<file path="src/rtl/merge_defs.sv">
// Shared definitions for the 2:1 stream merger.
// Source IDs, FSM encodings and default data width.
package merge_defs;

    localparam int WIDTH_DEF = 8;

    localparam logic SRC0 = 1'b0;
    localparam logic SRC1 = 1'b1;

    typedef enum logic {
        EMPTY = 1'b0,
        FULL  = 1'b1
    } state_t;

endpackage

</file>
<file path="src/rtl/mux_2x1.sv">
// Two-way selector, mirror of demux_1x2.
// Reused for both the data word and the source tag.
module mux_2x1 #(
    parameter int W = 8
) (
    input  logic         sel,
    input  logic [W-1:0] i0,
    input  logic [W-1:0] i1,
    output logic [W-1:0] y
);

    assign y = sel ? i1 : i0;

endmodule

</file>
<file path="src/rtl/stream_merge_2x1.sv">
// Round-robin 2:1 valid/ready merger with a registered,
// source-tagged output stage.
module stream_merge_2x1
    import merge_defs::*;
#(
    parameter int WIDTH = WIDTH_DEF
) (
    input  logic             clk,
    input  logic             rst,
    input  logic             in0_valid,
    input  logic [WIDTH-1:0] in0_data,
    output logic             in0_ready,
    input  logic             in1_valid,
    input  logic [WIDTH-1:0] in1_data,
    output logic             in1_ready,
    output logic             out_valid,
    output logic [WIDTH-1:0] out_data,
    output logic             out_src,
    input  logic             out_ready
);

    state_t           state;
    logic             pri;
    logic             load;
    logic             gnt_vld;
    logic             gnt;
    logic [WIDTH-1:0] mux_data;
    logic             mux_src;

    assign out_valid = (state == FULL);
    assign load      = ~out_valid | out_ready;

    // Grant is only ever offered when the output stage can take it.
    always_comb begin
        gnt_vld = 1'b0;
        gnt     = SRC0;
        if (load && !rst) begin
            unique case (1'b1)
                (in0_valid && !in1_valid): begin
                    gnt_vld = 1'b1;
                    gnt     = SRC0;
                end
                (!in0_valid && in1_valid): begin
                    gnt_vld = 1'b1;
                    gnt     = SRC1;
                end
                (in0_valid && in1_valid): begin
                    gnt_vld = 1'b1;
                    gnt     = pri;
                end
                default: ;
            endcase
        end
    end

    assign in0_ready = gnt_vld & (gnt == SRC0);
    assign in1_ready = gnt_vld & (gnt == SRC1);

    mux_2x1 #(.W(WIDTH)) u_data_mux (
        .sel (gnt),
        .i0  (in0_data),
        .i1  (in1_data),
        .y   (mux_data)
    );

    mux_2x1 #(.W(1)) u_src_mux (
        .sel (gnt),
        .i0  (SRC0),
        .i1  (SRC1),
        .y   (mux_src)
    );

    always_ff @(posedge clk) begin
        if (rst) begin
            state    <= EMPTY;
            out_data <= '0;
            out_src  <= SRC0;
            pri      <= SRC0;
        end else begin
            unique case (state)
                EMPTY: begin
                    if (gnt_vld) begin
                        state    <= FULL;
                        out_data <= mux_data;
                        out_src  <= mux_src;
                        pri      <= ~gnt;
                    end
                end
                FULL: begin
                    if (gnt_vld) begin
                        out_data <= mux_data;
                        out_src  <= mux_src;
                        pri      <= ~gnt;
                    end else if (out_ready) begin
                        state <= EMPTY;
                    end
                end
                default: state <= EMPTY;
            endcase
        end
    end

endmodule

</file>
<file path="config.mk">
export PLATFORM = sky130hd
export DESIGN_NAME = stream_merge_2x1
export DESIGN_NICKNAME = d
export VERILOG_FILES = /design/src/rtl/merge_defs.sv /design/src/rtl/mux_2x1.sv /design/src/rtl/stream_merge_2x1.sv
export SDC_FILE = /design/constraint.sdc
export NUM_CORES = 1
export LEC_CHECK = 0
export CELL_PAD_IN_SITES_DETAIL_PLACEMENT = 0
export CELL_PAD_IN_SITES_GLOBAL_PLACEMENT = 1
export CORE_AREA = 3 3 49 51
export CTS_BUF_LIST = sky130_fd_sc_hd__clkbuf_8
export DETAILED_ROUTE_END_ITERATION = 10
export DIE_AREA = 0 0 52 54
export GPL_TIMING_DRIVEN = 0
export PLACE_DENSITY = 0.91
export SLEW_MARGIN = 15
export SYNTH_ARGS = -nofsm -noshare
export SYNTH_HDL_FRONTEND = slang
export SYNTH_SLANG_ARGS = --single-unit
</file>
<file path="constraint.sdc">
create_clock -name clk -period 1.9 [get_ports clk]
set_input_delay 0.285 -clock clk [delete_from_list [all_inputs] [get_ports clk]]
set_output_delay 0.285 -clock clk [all_outputs]
set_load 0.02 [all_outputs]
</file>
==> results.json <==
{
  "status": "complete, no violations",
  "timing.rr.end": "out_data[2]",
  "post-route-drc-count": 0,
  "clk_latency_ps": 240,
  "finalHoldViolations": 0,
  "grt_pass1_wl_mm": 2.32,
  "critPathRequiredTime_ps": 1620,
  "placed_cells": 122,
  "slew_headroom_pct": 79.4,
  "slowest_delay_ps": 500,
  "critPathLaunch": "in0_valid",
  "synth.distinct_cells": 20,
  "place_ws_ps": -439,
  "grt_pass1_vias": 540,
  "cts.sink_count": 11,
  "syn_avg_cell_area_um2": 8.90,
  "maxSlewViolCount": 0,
  "r2r_start": "pri",
  "finalNonFillerCells": 129,
  "fin_ws_ps": 51.7,
  "grt_setup_unrepaired": "false",
  "drt-pass1-iter-count": 4,
  "first_iter_violations": 11,
  "vias": 588,
  "hpwl_mm": 1.13,
  "tightest_slew_ps": 310,
  "worstPathArrival_ps": 1560,
  "gr-total-overflow": 0,
  "skew_ps": 4.69,
  "seq_area_frac_synth_pct": 39.3,
  "vias_per_cell": 4.56,
  "antenna_left": 0,
  "min_period_ps": 1850,
  "clkSlewWorstSetupHoldPaths_ps": 50,
  "hold_path_depth": 2,
  "antenna_cells": 0,
  "die_w_um": 52,
  "r2r_cells": 4,
  "critPathBufInv": 3,
  "cts_root_buf": "clkbuf_8",
  "area_growth_pct": 76.3,
  "finalSetupViolCount": 0,
  "critPathKind": "in -> out",
  "synth-seq-cells": 11,
  "path_max_fanout": 6,
  "syn_nets": 84,
  "place_congestion": 0.702,
  "syn_inst": 63,
  "finalNetCount": 124,
  "pin_count": 33,
  "die_area_mm2": 0.00281,
  "hold-path-endpoint": "out_src",
  "final_common_cell": "clkdlybuf4s50_1",
  "die_h_um": 54,
  "timing.final.crit_share_pct": 97.3,
  "cts_tree": "built",
  "cts_made_buffers": 3,
  "cpLargestDelayFamily": "buffers and inverters",
  "grt_max_degree": 11,
  "hold_path_startpoint": "rst",
  "port_buffers": 32,
  "cpMaxStageDelayCell": "clkdlybuf4s50_1",
  "holdCritPathClass": "in -> reg",
  "routed_wl_mm": 1.54,
  "initial_core_util_pct": 28.3,
  "layout_common_cells": "clkdlybuf4s50_1 (28), inv_1 (19), dfxtp_1 (11)",
  "maxCapViolCount": 0,
  "power.leakage_nw": 0.436,
  "ir_drop_mv": 0.256,
  "row_count": 16,
  "clockBufferDepth": 2,
  "critPathCaptureType": "primary output",
  "syn_area_um2": 561,
  "fmax_mhz": 541,
  "yosys_warnings": 0,
  "worst-r2r-setup-slack_ps": 710,
  "coreArea_mm2": 0.00198,
  "cp-start-kind": "primary input",
  "nFillCells": 189,
  "cp_cell_sequence": "clkdlybuf4s50_1 > or2b_1 > nand4b_4 > inv_2 > dlygate4sd2_1",
  "htree_num_levels": 1,
  "post_drt_wl_per_cell_um": 11.9,
  "finalPower_mw": 0.673,
  "powerDensity_mw_per_mm2": 681,
  "drive_gt1_share_pct": 14.7,
  "grt_use_total_pct": 11.5,
  "antenna_found_initial": 0
}
per-layer routing:
layer / global-route usage [%] / up-vias / routed length, um
met5: 0 / - / 0
met4: 6.55 / 0 / 6
met3: 3.88 / 2 / 150
met2: 16.7 / 29 / 677
met1: 14.6 / 258 / 700
li1: - / 299 / -
flip-flops by register name, indices dropped and copies added (netlist names):
| register | cells |
|---|---|
| out_data | 8 |
| out_src | 1 |
| out_valid | 1 |
| pri | 1 |
worst max-delay path by stage:
stage | end | cells past startpoint
finish | in1_ready | 5
detailed placement | in0_ready | 4
CTS | in1_ready | 5
global route | in1_ready | 5
floorplan | in0_ready | 2
global placement | in0_ready | 4
through the flow:
step	instance area [um^2]	setup TNS [ps]	utilization, %	hold slack (ps)
floorplan	561	0	-	354
CTS	971	0	49.0	483
global route	988	0	49.9	468
detailed placement	915	-675	46.1	471
global placement	915	-672	46.1	471
finish	988	0	49.9	415
power by group:
group          total (mW)  switching [mW]  internal, mW
Combinational       0.183          0.0821         0.101
Clock               0.227          0.0853         0.142
Sequential          0.263          0.0116         0.251
timing repair:
action,4_1_cts,5_1_grt
pin swaps,1,0
hold buffers,0,0
gates resized for setup,4,1
buffers inserted,1,2
endpoints found under the setup margin,2,2
Yosys cell counts:
cell type	number	share of area, %
a21oi_2	1	1.6
nor2_2	1	1.1
or3_1	1	1.1
buf_4	1	1.3
inv_1	18	12
dfxtp_1	11	39
o21ai_0	1	0.89
or2b_1	1	1.3
and3_1	1	1.1
nand4_1	8	8.9
inv_2	1	0.67
o221ai_1	8	13
nand2b_2	1	1.6
o21ai_1	1	0.89
nand3_1	1	0.89
o21bai_4	1	3.3
nand4b_4	1	4.2
a21oi_1	3	2.7
nor2b_4	1	2.5
buf_6	1	2.0
kinds of logic (layout without fill, tap and decap cells):
kind of cell	Yosys count	after routing	synth area share (%)
buffers and inverters	21	60	16.1
AOI/OAI and AO/OA	15	15	21.9
DFF	11	11	39.3
and+or+nand+nor	16	16	22.8
layout make-up:
cell class,count,area [um^2],area share [%]
Multi-Input combinational cell,31,258,26.1
Buffer,2,18.8,1.90
Tap cell,27,33.8,3.42
Clock buffer,3,41.3,4.18
Inverter,19,71.3,7.22
Timing Repair Buffer,35,342,34.6
Sequential cell,11,220,22.3
Clock inverter,1,3.75,0.380
No activity file was read; power rests on OpenSTA's default activity.
